File: config.mk
export PLATFORM = sky130hd
export DESIGN_NAME = logic_unit_and_nand_nor
export DESIGN_NICKNAME = d
export VERILOG_FILES = /design/src/rtl/logic_unit_and_nand_nor.sv
export SDC_FILE = /design/constraint.sdc
export NUM_CORES = 1
export LEC_CHECK = 0
export CAP_MARGIN = 20
export CORE_MARGIN = 4
export CORE_UTILIZATION = 24
export CTS_BUF_LIST = sky130_fd_sc_hd__clkbuf_4 sky130_fd_sc_hd__clkbuf_8
export DETAILED_ROUTE_END_ITERATION = 6
export MAX_ROUTING_LAYER = met4
export SYNTH_ARGS = -nofsm -noshare
export SYNTH_HDL_FRONTEND = slang
export SYNTH_SLANG_ARGS = --single-unit
File: constraint.sdc
create_clock -name clk -period 1.48 [get_ports clk]
set_clock_uncertainty 0.15 [all_clocks]
set_input_delay 0.37 -clock clk [delete_from_list [all_inputs] [get_ports clk]]
set_output_delay 0.37 -clock clk [all_outputs]
set_load 0.03 [all_outputs]
File: src/rtl/logic_unit_and_nand_nor.sv
// Registered bitwise logic unit: AND/NAND/NOR of two operands plus an
// opcode-selected result, all presented one cycle after a valid input.
module logic_unit_and_nand_nor #(
  parameter int unsigned WIDTH = 8
) (
  input  logic             clk,
  input  logic             rst_n,
  input  logic             in_valid,
  input  logic [WIDTH-1:0] a,
  input  logic [WIDTH-1:0] b,
  input  logic [1:0]       op,
  output logic             out_valid,
  output logic [WIDTH-1:0] and_result,
  output logic [WIDTH-1:0] nand_result,
  output logic [WIDTH-1:0] nor_result,
  output logic [WIDTH-1:0] result,
  output logic             zero,
  output logic             illegal_op
);

  localparam logic [1:0] OP_AND  = 2'b00;
  localparam logic [1:0] OP_NAND = 2'b01;
  localparam logic [1:0] OP_NOR  = 2'b10;

  logic [WIDTH-1:0] and_c;
  logic [WIDTH-1:0] nand_c;
  logic [WIDTH-1:0] nor_c;
  logic [WIDTH-1:0] result_c;
  logic             zero_c;
  logic             illegal_c;

  // Next-value logic; the reserved opcode selects all zeros and flags itself.
  always_comb begin
    and_c     = a & b;
    nand_c    = ~(a & b);
    nor_c     = ~(a | b);
    result_c  = '0;
    illegal_c = 1'b0;
    case (op)
      OP_AND:  result_c = and_c;
      OP_NAND: result_c = nand_c;
      OP_NOR:  result_c = nor_c;
      default: illegal_c = 1'b1;
    endcase
    zero_c = (result_c == '0);
  end

  // Output register; data only loads on accepted inputs so idle-cycle X cannot leak in.
  always_ff @(posedge clk or negedge rst_n) begin
    if (!rst_n) begin
      out_valid   <= 1'b0;
      and_result  <= '0;
      nand_result <= '0;
      nor_result  <= '0;
      result      <= '0;
      zero        <= 1'b0;
      illegal_op  <= 1'b0;
    end else begin
      out_valid <= in_valid;
      if (in_valid) begin
        and_result  <= and_c;
        nand_result <= nand_c;
        nor_result  <= nor_c;
        result      <= result_c;
        zero        <= zero_c;
        illegal_op  <= illegal_c;
      end
    end
  end

endmodule

---- Word-level counts from Yosys, hierarchy flattened ----
Cells that the tools add are included.
cells by class
  equality and inequality tests ........... 2
  muxes and demuxes ....................... 2
  bitwise logic cells ..................... 4
  reduce and logical (&&, ||, !) cells .... 3
operators by type and width
  kind                                                                   count
  8-bit case mux with 3 select lines                                     1
  8-bit inverter                                                         2
  8-bit bitwise AND                                                      1
  8-bit logical NOT                                                      1
  8-bit bitwise OR                                                       1
  3-bit OR reduction                                                     1
  2-bit by 1-bit equality test with 1-bit output, second input constant  1
  2-bit equality test, second input constant                             1
  2-bit logical NOT                                                      1
  1-bit two-way mux                                                      1
word-level totals
  bits in registers ....................... 35
  input bits .............................. 21
  output and inout port bits .............. 35
  logic and storage cells ................. 18

---- Depth between registers and ports, before layout ----
  depth in word-level cells ............... 4
  depth in mapped cells ................... 6
  mapped depth without buffers ............ 5

---- Worst setup path after synthesis ----
No wires, ideal clock.
  kind .................................... input port to flip-flop
  start point ............................. in in_valid
  end point ............................... reg nor_result[0]
  setup time .............................. 0.125 ns
  arrival time ............................ 1.230 ns
  data required time ...................... 1.205 ns
  setup slack ............................. -0.024 ns
  stages on the path ...................... 3
  buffers on the path ..................... 2
  path through ............................ clkbuf_1 buf_1 mux2_2
RTL lines
  element               line  source
  from (decl)           8     input logic in_valid,
  to (signal assigned)  63    nor_result <= nor_c;
  to (decl)             15    output logic [WIDTH-1:0] nor_result,
No word-level cell between the ends.

---- Final worst setup path ----
  start point ............................. in op[1]
  end point ............................... reg zero
between the ends
  word-level cells in the longest chain between the ends .. 3
  elaborated cells between the ends (all ways) .. 5
  those cells by class .................... eq/ne (2); mux (1); reduce/logical (2)
RTL lines
  element                                            line  source
  from (decl)                                        11    input logic [1:0] op,
  2-bit equality test, or another cell as far along  39    case (op)
  8-bit case mux with 3 select lines (*)             39
  8-bit logical NOT (*)                              45    zero_c = (result_c == '0);
  to (signal assigned)                               65    zero <= zero_c;
  to (decl)                                          17    output logic zero,
Mark *: on every way between the ends. The rest lies on a longest branch, timed or not.
A chain may end at the register's enable or synchronous reset.

==> impl_metrics.csv <==
group,metric,value,unit
clock_tree,cts_max_level,2,
yosys,synth_common_cells,"dfrtp_1 (35), nor2_1 (20), nand3_1 (12), o21ai_0 (12), inv_1 (10)",
layout,nFillCells,646,
clock_tree,cts.sinks,35,
timing,slew_violations,0,
setup_path,critPathTopFamily,"simple AND/OR/NAND/NOR gates",
power,ir_drop,0.358,mV
setup_path,worst_setup_path_end_kind,"flip-flop",
setup_path,start_kind,"primary input",
layout,final_util,38.4,%
timing,rsz0062_at_grt,"yes",
clock_tree,root_buffer,"clkbuf_8",
setup_path,required,1.52,ns
floorplanning,coreArea,6420,µm²
worst_hold_path,worstHoldPathType,"flip-flop to flip-flop",
yosys,synth_most_common_cell,"dfrtp_1",
global_route,grt_antenna_before_repair,0,
timing,tightest_slew,0.291,ns
power,p_leak,1.16,nW
placed_design,numPortBuffers,55,
drt,ant_nets,0,
setup_path,max_stage_delay,0.39,ns
setup_path,crit_buf_inv,2,
layout,drive_above_1_share,39.5,%
layout,antenna_cells,0,
setup_path,critPathArrivalTime,1.52,ns
setup_path,cp_common_cell,"nand3_2",
setup_path,path_max_fanout,7,
floorplanning,dieWidth,89.8,µm
run_status,run_status,"complete, no violations",
yosys,synth_top_area_share,54.6,%
power,finalPower,2.42,mW
drt,wire_per_inst,13.1,µm
global_route,grt_pass1_wl,7.28,mm
setup_path,critPathKind,"primary input to flip-flop",
clock_tree,cts_setup_buffers,0,
global_route,grt_pass1_vias,1518,
global_route,grt_overflow,0,
setup_path,path_cells,"clkdlybuf4s15_2, inv_4, or3_4, nand3_2, nand3_2, o32ai_2",
global_route,track_usage,11.4,%
floorplanning,ios,56,
drt,wirelength,4.18,mm
yosys,syn_avg_cell_area,10.2,µm²
drt,first_pass_iters,4,
yosys,syn_area,1600,µm²
floorplanning,initial_core_util,25.0,%
clock_tree,clk_path_buf_depth,2,
yosys,synth-async-reset-ratio,100,%
timing,min_period,1.48,ns
drt,viasPerCell,4.41,
drt,vias,1412,
global_route,grt_max_degree,36,
drt,drtIter0Drc,49,
layout,regArea,876,µm²
timing,setup_viol,0,
yosys,synth_top_cell_by_area,"dfrtp_1",
layout,nets,265,
power,power_density,980,nW/µm²
timing,hold_viol_final,0,
timing,clock.fmax,676,MHz
yosys,synth_edf_count,0,
placed_design,dpl.hpwl,3.15,mm
floorplanning,rows,29,
floorplanning,chipHeight,89.8,µm
layout,multi_input_area,669,µm²
yosys,yosys_warnings,0,
layout,syn2layout_area_growth,53.7,%
timing,slew_headroom,80.4,%
yosys,synth-seq-area-share,54.6,%
clock_tree,cts_buffers,5,
clock_tree,clk_pin_slew,0.07,ns
placed_design,globalplace.congestion,0.759,
clock_tree,clk_latency,0.28,ns
floorplanning,die_area,8060,µm²
yosys,synthCells,158,
run,maxCapViolCount,0,
drt,drc,0,
clock_tree,cts_tree,"yes",
yosys,syn-num-nets,179,
setup_path,crit_slowest_cell,"or3_4",
yosys,synth_area_leaders,"dfrtp_1 (55%), mux2_2 (5.6%), nor2_1 (4.7%)",
yosys,ys_ff_latch,35,
yosys,synth_cell_types,28,
yosys,yosys_most_used_dff,"dfrtp_1",
timing,fin_crit_sh,99.9,%
==> power breakdown <==
| group | internal (mW) | switching, mW | total, mW | leakage (nW) |
|---|---|---|---|---|
| clock | 0.332 | 0.331 | 0.664 | 0.0406 |
| sequential | 1.04 | 0.0454 | 1.09 | 0.421 |
| combinational | 0.290 | 0.378 | 0.668 | 0.696 |
==> registers in the layout, indices dropped and copies added, names as in the netlist <==
name and cells:
and_result 8, nand_result 8, nor_result 8, result 8, illegal_op 1, out_valid 1
zero 1
==> routing by layer <==
metal / share of wire [%] / track usage, % / wire length [µm]
met3: 4.8 / 3.51 / 201
met5: 0 / - / 0
met2: 48 / 18.2 / 2000
met1: 46 / 14.0 / 1920
met4: 1.3 / 3.45 / 55
==> placed cells by master, fill, tap and decap left out, types with 2 or more instances in the layout <==
cell type | netlist | final
o21a_1 | 8 | 8
nor2_1 | 20 | 17
clkbuf_8 | 0 | 5
dlygate4sd2_1 | 0 | 16
mux2_2 | 8 | 8
dfrtp_1 | 35 | 35
nand2_1 | 7 | 7
buf_2 | 1 | 2
a21oi_1 | 9 | 8
nand3_2 | 2 | 2
o21ai_0 | 12 | 12
buf_4 | 0 | 65
a22oi_1 | 6 | 6
and3_1 | 2 | 2
inv_1 | 10 | 10
buf_12 | 0 | 2
or3_1 | 2 | 2
nand3_1 | 12 | 12
nor2_2 | 0 | 3
xnor2_1 | 6 | 6
==> kinds of logic after synthesis <==
| kind of cell | after synthesis | synth area share (%) |
|---|---|---|
| XOR/XNOR | 6 | 3.28 |
| multiplexers | 9 | 6.24 |
| buffers and inverters | 20 | 5.23 |
| AO/OA/AOI/OAI | 39 | 15.8 |
| flip-flops | 35 | 54.6 |
| AND/OR/NAND/NOR | 49 | 14.9 |
==> metrics by stage <==
stage          setup TNS, ns  hold WS (ns)  cells  area (µm²)  setup slack [ns]
5_1_grt              -0.0367         0.337    320        2470           -0.0367
4_1_cts                    0         0.326    320        2460           0.00233
3_5_place_dp           -4.77         0.202    313        2380            -0.663
3_3_place_gp           -4.56         0.199    313        2380            -0.563
6_report                   0         0.332    320        2470           0.00104
2_1_floorplan              0       -0.0756    158        1610            0.0173
==> repair_timing <==
item | CTS | global route
pin swaps | 1 | 1
gates cloned | 0 | 0
hold endpoints to repair | 35 | 0
gates resized for setup | 25 | 4
setup endpoints to repair | 9 | 3
hold buffers | 1 | 0
==> worst paths after layout <==
kind / slack, ns / end / startpoint / cells past startpoint
worst min register to register: 0.33 / nand_result[6]$_DFFE_PN0P_ / nand_result[6]$_DFFE_PN0P_ / 1
worst max-delay path: 0.001 / zero$_DFFE_PN0P_ / op[1] / 6
worst max register to register: 0.58 / nor_result[4]$_DFFE_PN0P_ / nor_result[4]$_DFFE_PN0P_ / 1
worst min-delay path: 0.33 / nand_result[6]$_DFFE_PN0P_ / nand_result[6]$_DFFE_PN0P_ / 1
max in group asynchronous: 0.58 / nand_result[2]$_DFFE_PN0P_ / rst_n / 3
min in group asynchronous: 0.42 / and_result[3]$_DFFE_PN0P_ / rst_n / 3
==> layout make-up <==
type / count / area share, %
Sequential cell: 35 / 35.5
Inverter: 11 / 1.78
Timing Repair Buffer: 88 / 28.6
Multi-Input combinational cell: 103 / 27.1
Clock buffer: 6 / 3.09
Tap cell: 77 / 3.91
Power figures use the tool's default switching activity.
==> patch (same settings) <==
Register the output `and_result` once more; this adds one clock of latency there. The other outputs are not delayed to match.
--- a/src/rtl/logic_unit_and_nand_nor.sv
+++ b/src/rtl/logic_unit_and_nand_nor.sv
@@ -21,6 +21,8 @@
   localparam logic [1:0] OP_AND  = 2'b00;
   localparam logic [1:0] OP_NAND = 2'b01;
   localparam logic [1:0] OP_NOR  = 2'b10;
+
+  logic [WIDTH-1:0] and_result_s0;
 
   logic [WIDTH-1:0] and_c;
   logic [WIDTH-1:0] nand_c;
@@ -49,7 +51,7 @@
   always_ff @(posedge clk or negedge rst_n) begin
     if (!rst_n) begin
       out_valid   <= 1'b0;
-      and_result  <= '0;
+      and_result_s0 <= '0;
       nand_result <= '0;
       nor_result  <= '0;
       result      <= '0;
@@ -58,7 +60,7 @@
     end else begin
       out_valid <= in_valid;
       if (in_valid) begin
-        and_result  <= and_c;
+        and_result_s0 <= and_c;
         nand_result <= nand_c;
         nor_result  <= nor_c;
         result      <= result_c;
@@ -68,5 +70,9 @@
     end
   end
 
+  always_ff @(posedge clk) begin
+    and_result <= and_result_s0;
+  end
+
 endmodule
 
Function: changed (a bounded check fails within 4 cycles, from zero or initial values and one cycle with rst_n low).
==> patch against the unedited design <==
Final cell count rose by 8.1%. Power is 24% higher. Non-clock buffer count fell by 3. Clock power rose by 42%. Hold slack worse by 110 ps. Wire length is 7.6% higher. Area after synthesis grew 10%. Critical path depth stayed put. Count of clock-buffer cells in the layout is the same. Design area up 13%. Sequential power is 23% higher. Setup slack better by 40 ps. Sequential cell count increased by 8. Largest cell class unchanged.
==> patch: results (changes against the unedited design) <==
* Status: finished clean (unchanged)
* Asr flop ratio synth at 0.814 (was 1.00)
* CTS max path bufs at 2 (unchanged)
* Worst Reg2Reg Path Length in Cells at 1 (unchanged)
* Final std cells w/o fill at 346 (was 320)
* Post-Syn Instances at 166 (was 158)
* Pin count of the biggest net entering global routing at 36 (unchanged)
* R2r endpoint: nor_result[0] (was nor_result[4])
* Layout fillers at 729 (was 646)
* Worst Hold Class: reg -> reg (unchanged)
* Setup crit start: op[0] (was op[1])
* Clk slew on worst S/H paths at 80 ps
* Vias per Instance at 4.25 (was 4.41)
* Yosys cell types at 29 (was 28)
* H-tree levels at 2 (unchanged)
* DRT Pass-1 Iters at 4 (unchanged)
* Worst-margin pin slew at 366 ps (was 291 ps)
* Synth top area cells: dfrtp_1, dfxtp_1, mux2_2, nor2_1, nand3_1 (was dfrtp_1, mux2_2, nor2_1, nand3_1, o21ai_0)
* Antenna violations before repair at 0 (unchanged)
* Fraction of layout cells with a size suffix above 1 at 0.364 (was 0.395)
* Initial drt markers at 77 (was 49)
* IO buf count at 55 (unchanged)
* Placed cells at 337 (was 313)
* Static Leak at 1.27 nW (was 1.16 nW)
* Reg-to-Reg Start: nor_result[0] (was nor_result[4])
* CTS Buf Count at 5 (unchanged)
* CP max FO at 6 (was 7)
* Vias in the first global route at 1540 (was 1518)
* Worst Setup EP: zero (unchanged)
* Worst path arrival time at 1490 ps (was 1520 ps)
* Synth Warn # at 0 (unchanged)
* Worst skew pair latency at 290 ps
* Clock Root Buffer: clkbuf_8 (unchanged)
* Synth Net Count at 187 (was 179)
* # diodes at 0 (unchanged)
* Placer Congestion at 0.827 (was 0.759)
* Post-DP HPWL at 3.40 mm (was 3.15 mm)
* R2r setup slk at 520 ps (was 580 ps)
* Peak supply drop at 344 µV (was 358 µV)
* Register area share after synthesis at 0.587 (was 0.546)
* Global-route wire length before repair at 7.48 mm (was 7.28 mm)
* DRT Wirelength at 4.50 mm (was 4.18 mm)
* Top post-synthesis cells by count: dfrtp_1, nor2_1, nand3_1, o21ai_0, inv_1 (unchanged)
* GR Util All Layers at 0.113 (was 0.114)
* Post-layout net count at 270 (was 265)
==> patch: cell count changes after synthesis <==
cell / change
dfxtp_1: +8
==> patch: worst min path at each step <==
stage                startpoint                to  slack [ps]  cells past startpoint
2_1_floorplan             rst_n  and_result_s0[0]         -80                      0
3_3_place_gp              rst_n     nor_result[2]         190                      2
3_5_place_dp              rst_n     nor_result[2]         200                      2
4_1_cts        and_result_s0[3]     and_result[3]         220                      0
5_1_grt        and_result_s0[5]     and_result[5]         230                      0
6_report       and_result_s0[3]     and_result[3]         220                      0
==> patch: cell families (layout without fill, tap and decap cells) <==
group                  Yosys count  count (layout)  synth area share
buffers and inverters           20             104            0.0475
AND/OR/NAND/NOR                 49              49             0.135
XOR/XNOR                         6               6            0.0298
multiplexers                     9               9            0.0567
AO/OA/AOI/OAI                   39              39             0.143
flip-flops                      43              43             0.587
==> patch: through the flow <==
step | area, µm² | util | hold slack (ps) | worst slack, ps | power, mW
6_report | 2780 | 0.399 | 221 | 40.9 | 3.00
2_1_floorplan | 1770 | - | -75.6 | 17.3 | 1.69
5_1_grt | 2780 | 0.399 | 228 | 2.10 | 3.17
4_1_cts | 2780 | 0.399 | 224 | 55.9 | 3.05
3_5_place_dp | 2660 | 0.381 | 199 | -641 | 2.10
3_3_place_gp | 2660 | 0.381 | 193 | -561 | 2.09
==> patch: cell type report <==
type,instances,area share
clock buffer,6,0.0297
clock inverter,2,0.0126
inverter,11,0.0148
multi-input combinational,103,0.236
sequential,43,0.372
tap,96,0.0432
timing repair buffer,85,0.291
==> patch: critical path, cell delays in order <==
cell and delay (ps):
dlygate4sd2_1 310, nor2_2 170, buf_4 140, nand3_1 70, and3_1 170, o32ai_2 240
==> patch: power breakdown <==
group,switching (mW),internal [mW],leakage [nW]
combinational,0.377,0.343,0.719
sequential,0.0637,1.27,0.487
clock,0.398,0.546,0.0612
==> patch: layer usage <==
layer / up-vias / GRT usage / share of wire
met3: 9 / 0.0361 / 0.047
met2: 36 / 0.167 / 0.46
li1: 736 / - / -
met1: 689 / 0.147 / 0.47
met5: - / - / 0
met4: 0 / 0.0373 / 0.020
==> patch: what timing repair did <==
item / 4_1_cts / 5_1_grt
endpoints found under the hold margin: 35 / 0
hold buffers: 1 / 0
endpoints found under the setup margin: 8 / 1
gates resized for setup: 23 / 0
buffers inserted: 0 / 0
pin swaps: 0 / 1
